--- config.mk ---
export PLATFORM = sky130hd
export DESIGN_NAME = if_fetch_unit
export DESIGN_NICKNAME = d
export VERILOG_FILES = /design/src/rtl/rv32i_pkg.sv /design/src/rtl/fetch_fifo.sv /design/src/rtl/if_fetch_unit.sv
export SDC_FILE = /design/constraint.sdc
export NUM_CORES = 1
export LEC_CHECK = 0
export BUFFER_PORTS_ARGS = -buffer_cell sky130_fd_sc_hd__buf_2
export CAP_MARGIN = 20
export CORE_MARGIN = 3
export CORE_UTILIZATION = 53
export DETAILED_ROUTE_END_ITERATION = 7
export PLACE_DENSITY = 0.88
export SYNTH_ARGS = -nofsm -noshare
export SYNTH_HDL_FRONTEND = slang
export SYNTH_SLANG_ARGS = --single-unit
--- constraint.sdc ---
create_clock -name clk -period 5 [get_ports clk]
set_input_delay 0.25 -clock clk [delete_from_list [all_inputs] [get_ports clk]]
set_output_delay 0.25 -clock clk [all_outputs]
set_load 0.02 [all_outputs]
--- src/rtl/rv32i_pkg.sv ---
// Shared RV32I fetch definitions.
//   XLEN / INSTR_W     datapath and instruction widths
//   DEFAULT_RESET_PC   default PC loaded on reset
//   RV_NOP             canonical NOP (addi x0, x0, 0), shown on dec_instr when the buffer is empty
//   fetch_state_e      fetch FSM states
//   fetch_entry_t      {pc, instr} pair held in the fetch buffer
package rv32i_pkg;

    localparam int unsigned XLEN    = 32;
    localparam int unsigned INSTR_W = 32;

    localparam logic [XLEN-1:0]    DEFAULT_RESET_PC = 32'h0000_0000;
    localparam logic [INSTR_W-1:0] RV_NOP           = 32'h0000_0013;

    typedef enum logic [1:0] {
        S_REQ  = 2'd0,
        S_WAIT = 2'd1,
        S_DROP = 2'd2
    } fetch_state_e;

    typedef struct packed {
        logic [XLEN-1:0]    pc;
        logic [INSTR_W-1:0] instr;
    } fetch_entry_t;

endpackage

--- src/rtl/fetch_fifo.sv ---
// Synchronous FIFO for fetched {pc, instr} entries.
//   clk, rst    clock and synchronous active-high reset
//   flush       empties the FIFO; wins over a same-cycle push or pop
//   push        write push_data at the tail
//   push_data   entry to write
//   pop         drop the head entry
//   head_data   registered head entry (no bypass from push_data)
//   count       number of valid entries
module fetch_fifo #(
    parameter int unsigned DEPTH = 2,
    parameter int unsigned WIDTH = 64,
    localparam int unsigned PTR_W = (DEPTH > 1) ? $clog2(DEPTH) : 1,
    localparam int unsigned CNT_W = $clog2(DEPTH + 1)
) (
    input  logic             clk,
    input  logic             rst,
    input  logic             flush,
    input  logic             push,
    input  logic [WIDTH-1:0] push_data,
    input  logic             pop,
    output logic [WIDTH-1:0] head_data,
    output logic [CNT_W-1:0] count
);

    logic [WIDTH-1:0] mem_q [DEPTH];
    logic [PTR_W-1:0] wr_ptr_q, rd_ptr_q;
    logic [CNT_W-1:0] count_q, count_d;
    logic             do_push, do_pop;

    // Guard against over/underflow even though the fetch FSM never requests either.
    assign do_pop  = pop && (count_q != '0);
    assign do_push = push && ((count_q != CNT_W'(DEPTH)) || do_pop);

    always_comb begin
        count_d = count_q;
        unique case ({do_push, do_pop})
            2'b10:   count_d = count_q + CNT_W'(1);
            2'b01:   count_d = count_q - CNT_W'(1);
            default: count_d = count_q;
        endcase
    end

    // DEPTH is a power of two, so pointers wrap naturally.
    always_ff @(posedge clk) begin
        if (rst || flush) begin
            wr_ptr_q <= '0;
            rd_ptr_q <= '0;
            count_q  <= '0;
        end else begin
            if (do_push) wr_ptr_q <= wr_ptr_q + PTR_W'(1);
            if (do_pop)  rd_ptr_q <= rd_ptr_q + PTR_W'(1);
            count_q <= count_d;
        end
    end

    // Storage needs no reset: count gates visibility of every slot.
    always_ff @(posedge clk) begin
        if (do_push && !flush) mem_q[wr_ptr_q] <= push_data;
    end

    assign head_data = mem_q[rd_ptr_q];
    assign count     = count_q;

endmodule

--- src/rtl/if_fetch_unit.sv ---
// RV32I instruction-fetch stage: PC register, single-outstanding imem reads,
// and a small {pc, instr} buffer toward decode.
//   clk, rst                              clock, synchronous active-high reset
//   redirect_valid, redirect_pc           taken-branch redirect (target word-aligned on load)
//   fetch_pc                              current PC, fed back to next_pc
//   imem_req_valid/ready, imem_req_addr   read request handshake
//   imem_rsp_valid, imem_rsp_data         read response
//   dec_valid/ready, dec_pc, dec_instr    buffer head toward decode
module if_fetch_unit
    import rv32i_pkg::*;
#(
    parameter logic [XLEN-1:0] RESET_PC   = DEFAULT_RESET_PC,
    parameter int unsigned     FIFO_DEPTH = 2
) (
    input  logic               clk,
    input  logic               rst,
    input  logic               redirect_valid,
    input  logic [XLEN-1:0]    redirect_pc,
    output logic [XLEN-1:0]    fetch_pc,
    output logic               imem_req_valid,
    input  logic               imem_req_ready,
    output logic [XLEN-1:0]    imem_req_addr,
    input  logic               imem_rsp_valid,
    input  logic [INSTR_W-1:0] imem_rsp_data,
    output logic               dec_valid,
    input  logic               dec_ready,
    output logic [XLEN-1:0]    dec_pc,
    output logic [INSTR_W-1:0] dec_instr
);

    localparam int unsigned CNT_W = $clog2(FIFO_DEPTH + 1);

    fetch_state_e     state_q, state_d;
    logic [XLEN-1:0]  pc_q, pc_d;
    logic [XLEN-1:0]  req_pc_q, req_pc_d;
    logic [CNT_W-1:0] fifo_count;
    logic             req_fire, fifo_push, fifo_pop;
    fetch_entry_t     push_entry, head_entry;

    // State register
    always_ff @(posedge clk) begin
        if (rst) state_q <= S_REQ;
        else     state_q <= state_d;
    end

    // Next state; a redirect overrides normal sequencing, but an in-flight
    // request must still be drained (S_DROP) unless its response is here now.
    always_comb begin
        state_d = state_q;
        if (redirect_valid) begin
            unique case (state_q)
                S_WAIT, S_DROP: state_d = imem_rsp_valid ? S_REQ : S_DROP;
                default:        state_d = S_REQ;
            endcase
        end else begin
            unique case (state_q)
                S_REQ:   if (req_fire) state_d = S_WAIT;
                S_WAIT:  if (imem_rsp_valid) state_d = S_REQ;
                S_DROP:  if (imem_rsp_valid) state_d = S_REQ;
                default: state_d = S_REQ;
            endcase
        end
    end

    // Outputs; a request only issues with a free slot, which reserves it for the response.
    always_comb begin
        imem_req_valid = 1'b0;
        fifo_push      = 1'b0;
        unique case (state_q)
            S_REQ:   imem_req_valid = !redirect_valid && (fifo_count < CNT_W'(FIFO_DEPTH));
            S_WAIT:  fifo_push = imem_rsp_valid && !redirect_valid;
            default: ;
        endcase
    end

    assign req_fire = imem_req_valid && imem_req_ready;

    always_comb begin
        pc_d     = pc_q;
        req_pc_d = req_pc_q;
        if (redirect_valid) begin
            pc_d = {redirect_pc[XLEN-1:2], 2'b00};
        end else if (req_fire) begin
            pc_d     = pc_q + XLEN'(4);
            req_pc_d = pc_q;
        end
    end

    always_ff @(posedge clk) begin
        if (rst) begin
            pc_q     <= RESET_PC;
            req_pc_q <= RESET_PC;
        end else begin
            pc_q     <= pc_d;
            req_pc_q <= req_pc_d;
        end
    end

    assign fetch_pc      = pc_q;
    assign imem_req_addr = pc_q;

    assign push_entry = '{pc: req_pc_q, instr: imem_rsp_data};
    assign fifo_pop   = dec_valid && dec_ready;

    fetch_fifo #(
        .DEPTH (FIFO_DEPTH),
        .WIDTH ($bits(fetch_entry_t))
    ) u_fetch_fifo (
        .clk       (clk),
        .rst       (rst),
        .flush     (redirect_valid),
        .push      (fifo_push),
        .push_data (push_entry),
        .pop       (fifo_pop),
        .head_data (head_entry),
        .count     (fifo_count)
    );

    assign dec_valid = (fifo_count != '0);
    assign dec_pc    = head_entry.pc;
    assign dec_instr = dec_valid ? head_entry.instr : RV_NOP;

endmodule

* Word level (Yosys, flattened, before mapping) *
Memories as Yosys holds them, arrays and structs flattened. A register that Yosys moved wholly into a read port is not among the register bits.
Index checks and enable logic that the tools add are counted.

word-level totals
  output and inout bits = 130
  memories kept = 1
  bits in registers = 70
  memory bits (writable) = 128

memories
  memory              words  width  read ports  clocked after Yosys merged registers in  wr ports  RTL line          source
  u_fetch_fifo.mem_q  2      64     1           1                                        1         fetch_fifo.sv:25  logic [WIDTH-1:0] mem_q [DEPTH];

operators by class
  multiplexer cells = 16
  reduce and logical (&&, ||, !) cells = 18
  bitwise gates (word level) = 1
  magnitude comparators = 1
  add/sub/neg operators = 5
  equality and inequality tests = 7

operators with widths
  operator               count
  $mux 32                3
  $add 32x3->32 const B  1
  $mux 2                 5
  $pmux 2 s2             2
  $logic_and 1x1->1      7
  $mux 1                 6
  $reduce_bool 2->1      3
  $eq 2x1->1 const B     2
  $eq 2x2->1 const B     2
  $reduce_and 2->1       2
  $reduce_or 2->1        2
  $ne 3x1->1 const B     1
  $ne 3x3->1 const B     1
  $add 1x1->1 const B    2
  $add 2x1->2 const B    1
  $logic_not 2->1        1
  $logic_or 1x1->1       2
  $lt 2x2->1 const B     1
  $ne 2x2->1 const B     1
  $sub 2x1->2 const B    1
  $logic_not 1->1        1
  $not 1->1              1

* Depth between registers and ports, before layout *
  depth in word-level cells = 8
  depth in mapped cells = 8
  depth with buffers taken out = 7

* Cells and area by module *
Synthesis repeated with hierarchy kept, for this count alone.

unflattened totals
  cell total of the unflattened synthesis = 666
  area, all modules = 8266.7 µm²

by module, submodules not included
  module         cells each  times used  area an instance (µm²)  seq. area each (µm²)
  fetch_fifo     226         1           4897.2                  3943.8
  if_fetch_unit  440         1           3369.5                  1241.2

* Worst setup path before layout *
Ideal clock, no wire load.

  kind = input port to flip-flop
  from = in redirect_valid
  to = mem u_fetch_fifo.mem_q[0][0], enable pin
  setup time = 0.490 ns
  path slack = 0.802 ns
  cell stages on the path = 4
  arrival = 3.708 ns
  path buffers = 1
  path through = clkbuf_1 -> nand3b_1 -> a21oi_1 -> nor2b_1

on the way
  longest elaborated chain between the ends = 7

ends and longest elaborated chain
  element                           RTL line                               source
  from (decl)                       if_fetch_unit.sv:17                    input logic redirect_valid,
  $logic_not 1->1 (*)               fetch_fifo.sv:58, if_fetch_unit.sv:71
  $logic_and 1x1->1                 if_fetch_unit.sv:71                    S_WAIT: fifo_push = imem_rsp_valid && !redirect_valid;
  $mux 1                            if_fetch_unit.sv:69                    unique case (state_q)
  $logic_and 1x1->1                 fetch_fifo.sv:32                       assign do_push = push && ((count_q != CNT_W'(DEPTH)) || do_pop);
  $logic_and 1x1->1 (*)             fetch_fifo.sv:58                       if (do_push && !flush) mem_q[wr_ptr_q] <= push_data;
  $mux 1 (*)                        fetch_fifo.sv:58
  $mux 1 (not written as such) (*)  fetch_fifo.sv:58
  to (decl)                         fetch_fifo.sv:25

Mark *: on every way between the ends. The rest lies on a longest branch, timed or not.

* Worst setup path in the final report *
  from = reg state_q[1]
  to = reg pc_q[11] (netlist: fetch_pc[11])

on the way
  longest elaborated chain between the ends = 4

ends and longest elaborated chain
  element                      RTL line             source
  from (decl)                  if_fetch_unit.sv:33  fetch_state_e state_q, state_d;
  from (signal assigned)       if_fetch_unit.sv:43  else state_q <= state_d;
  $logic_not 2->1              if_fetch_unit.sv:69
  $mux 1                       if_fetch_unit.sv:69
  $logic_and 1x1->1            if_fetch_unit.sv:76  assign req_fire = imem_req_valid && imem_req_ready;
  $reduce_bool 2->1 (no line)  --
  to (signal assigned)         if_fetch_unit.sv:94  pc_q <= pc_d;
  to (decl)                    if_fetch_unit.sv:34  logic [XLEN-1:0] pc_q, pc_d;

No other way between the ends.
A chain may end at the register's enable or synchronous reset.

==> results.cfg <==
[global_routing]
grtUsageTotal_pct = 21.5
maximum_number_of_pins_on_one_net_before_global_route_repair = 63
gr-total-overflow = 0
grt_pass1_vias = 5295
global_route_wire_length_before_repair_um = 27500
grt_antenna_before_repair = 0

[cells_and_area]
n_fill_cell = 1130
most_frequent_standard_cell_in_the_layout_excluding_fill_and_tap_cells = sky130_fd_sc_hd__buf_2
regArea_um2 = 5070
multi_input_comb_area_um2 = 2580
antennaDiodeCount = 0
proportion_of_layout_cells_with_a_drive_suffix_above_1_pct = 32.5
area.growth.synth_to_final_pct = 20.8
nets = 911
mostFrequentLayoutCells = sky130_fd_sc_hd__buf_2, sky130_fd_sc_hd__edfxtp_1, sky130_fd_sc_hd__nand2_1

[die]
chipWidth_um = 129
die_h_um = 129
core_area_um2 = 14700
floorplan.io_pins = 200
initial_utilization_pct = 54.9
design.die.area_um2 = 16700
placementRows = 44

[status]
outcome = finished clean

[detailed_routing]
detailedRoute.firstPassIterationCount = 5
via_per_inst = 5.54
dr_total_vias = 5729
detail_route.wirelength_um = 18300
route.detailed.wl_per_inst_um = 17.7
1st_iter_drt_viols = 316
remaining_drc_errors = 0
antenna_left = 0

[timing]
grt_setup_unrepaired = no
setup_violations = 0
fmaxAchievable_mhz = 361
worst-slew-pin-transition_ps = 984
timing.max_slew.rel_slack_pct = 34.4
fin_skew_ps = 9.86
slew_violations = 0
post-route-min-period_ps = 2770
timing.final.hold_violations = 0
setup_total_neg_slack_ps = 0
period_utilization_post_route_pct = 55.4

[setup_path]
worst-path-max-fanout = 23
path_class = register to register
critical_path.reg2reg.endpoint = fetch_pc[11]
reg2regPathDepth = 8
reg2reg_slack_ps = 2230
type_of_element_capturing_the_critical_path = register
timing.critical_path.required_ps = 5370
launching_point_of_the_worst_reg2reg_path = state_q[1]
timing.critical_path.from_type = register
worstPathArrival_ps = 3130

[synth]
syn_inst = 665
synth_area_leaders = sky130_fd_sc_hd__edfxtp_1, sky130_fd_sc_hd__dfxtp_1, sky130_fd_sc_hd__mux2i_1, sky130_fd_sc_hd__mux2_2, sky130_fd_sc_hd__nand2_1
synth-async-reset-ratio_pct = 0
post-synth-top-area-cell = sky130_fd_sc_hd__edfxtp_1
synth-seq-cells = 191
synth_enable_flop_cells = 124
post_synth_num_cell_types = 58
avgSynthCellArea_um2 = 12.1
synth.top_cell.area_share_pct = 46.2
synth_top_flop_cell = sky130_fd_sc_hd__edfxtp_1
synth.yosys.warnings = 0
synthesis.area_um2 = 8070
synth_sequential_area_ratio_pct = 62.8

[min_path]
hold_path.class = primary input to register
worstHoldEndpoint = u_fetch_fifo.mem_q[0][15]
timing.hold.worst_path_depth = 1
holdCritStartpoint = imem_rsp_data[15]

[clocking]
number_of_hold_buffers_added_after_cts = 19
clock_slew_seen_by_the_registers_of_the_worst_setup_and_hold_paths_ps = 70
clock_latency_ps = 430
htree_levels = 4
max-clock-path-buffers = 2
clock-root-buffer = sky130_fd_sc_hd__clkbuf_16
number_of_setup_buffers_added_after_cts = 0
clock_sink_count = 191
post_cts_resized = 0
cts_inserted_buffers = 17
cts_tree = built

[job]
max-cap-violations = 0

[place]
post-dp-hpwl_um = 12100
port-buffer-count = 191
gp_routability_congestion = 0.847

[power_and_ir_drop]
net_switching_power_uw = 716
power-per-cell-area_nw_per_um2 = 341
max-vdd-ir-drop_mv = 0.255
cellInternalPower_uw = 2610
power_uw = 3330
clock_power_share_pct = 41.0
pwr-share-comb_pct = 6.7
switching_share_pct = 21.5
total_leakage_power_uw = 0.00385
power.sequential.fraction_pct = 52.3
[registers in the layout (all words and copies together) (netlist names), named ones only]
register	flops
u_fetch_fifo.wr_ptr_q	1
req_pc_q	30
u_fetch_fifo.count	2
state_q	2
u_fetch_fifo.rd_ptr_q	1
u_fetch_fifo.mem_q	124
fetch_pc	30
[kinds of logic after synthesis]
| group | Yosys count | share of synthesized area [%] |
|---|---|---|
| AO/OA/AOI/OAI | 73 | 5.46 |
| XOR/XNOR | 20 | 2.17 |
| adder cells (fa/ha/maj) | 3 | 0.465 |
| buffers and inverters | 78 | 5.83 |
| flip-flops | 191 | 62.8 |
| multiplexers | 67 | 8.86 |
| other | 1 | 0.0465 |
| AND/OR/NAND/NOR | 232 | 14.4 |
[worst max-delay path by stage]
stage	slack [ps]	to	startpoint	depth (start not counted)
final	2230	fetch_pc[11]	state_q[1]	8
after global routing	2040	fetch_pc[11]	state_q[1]	8
after CTS	2220	fetch_pc[11]	state_q[1]	8
after detailed placement	2200	fetch_pc[11]	redirect_valid	7
after global placement	2210	fetch_pc[11]	redirect_valid	7
after floorplan	800	u_fetch_fifo.mem_q[0][0]	redirect_valid	4
[cells in the mapped netlist, types with 6 or more instances]
library cell and count:
sky130_fd_sc_hd__a21oi_1 44, sky130_fd_sc_hd__clkbuf_1 26, sky130_fd_sc_hd__nand2_1 88, sky130_fd_sc_hd__nor3_1 7, sky130_fd_sc_hd__buf_2 6, sky130_fd_sc_hd__and3_1 6, sky130_fd_sc_hd__xnor2_1 7, sky130_fd_sc_hd__nand4_1 18
sky130_fd_sc_hd__dfxtp_1 67, sky130_fd_sc_hd__mux2i_1 35, sky130_fd_sc_hd__xor2_1 13, sky130_fd_sc_hd__inv_1 6, sky130_fd_sc_hd__a211oi_1 12, sky130_fd_sc_hd__buf_4 36, sky130_fd_sc_hd__mux2_2 30, sky130_fd_sc_hd__nand3_1 17
sky130_fd_sc_hd__edfxtp_1 124, sky130_fd_sc_hd__nor2_1 60
[worst max-delay path, stage by stage (launching register included)]
cell and delay (ps):
sky130_fd_sc_hd__dfxtp_1 300, sky130_fd_sc_hd__inv_1 100, sky130_fd_sc_hd__ha_1 310, sky130_fd_sc_hd__nand4bb_2 580
sky130_fd_sc_hd__buf_4 440, sky130_fd_sc_hd__nor4_2 400, sky130_fd_sc_hd__nand2_1 130, sky130_fd_sc_hd__mux2_4 320
sky130_fd_sc_hd__a21oi_2 120
[metrics by stage]
stage | setup WS, ps | util, % | hold WS, ps | instances | instance area (um2)
after floorplan | 802 | - | 349 | 670 | 8090
after global placement | 2210 | 60.6 | 431 | 979 | 8900
after detailed placement | 2200 | 60.7 | 434 | 980 | 8920
after CTS | 2220 | 66.0 | 0.425 | 1030 | 9710
after global routing | 2040 | 66.3 | 3.49 | 1034 | 9750
final | 2230 | 66.3 | 23.4 | 1034 | 9750
[layout make-up]
cell class,count,share of cell area [%]
clock inverter,6,1.13
multi-input combinational,401,26.5
tap,184,2.36
timing repair buffer,221,12.8
clock buffer,25,4.98
sequential,191,52.0
inverter,6,0.231
[per-layer routing]
layer | GRT usage (%) | routed length [um] | up-vias
li1 | - | - | 2710
met1 | 26.9 | 7380 | 2713
met2 | 36.3 | 9090 | 279
met3 | 5.61 | 1500 | 27
met4 | 7.66 | 316 | 0
met5 | 0 | 0 | -
[power groups by stage]
stage          registers [uW]  clock network, uW  logic (uW)
2_1_floorplan            1780                  0         133
3_3_place_gp             1770                  0         203
3_5_place_dp             1770                  0         207
4_1_cts                  1740               1380         220
5_1_grt                  1740               1450         241
6_report                 1740               1360         223
No activity file was read; power rests on OpenSTA's default activity.
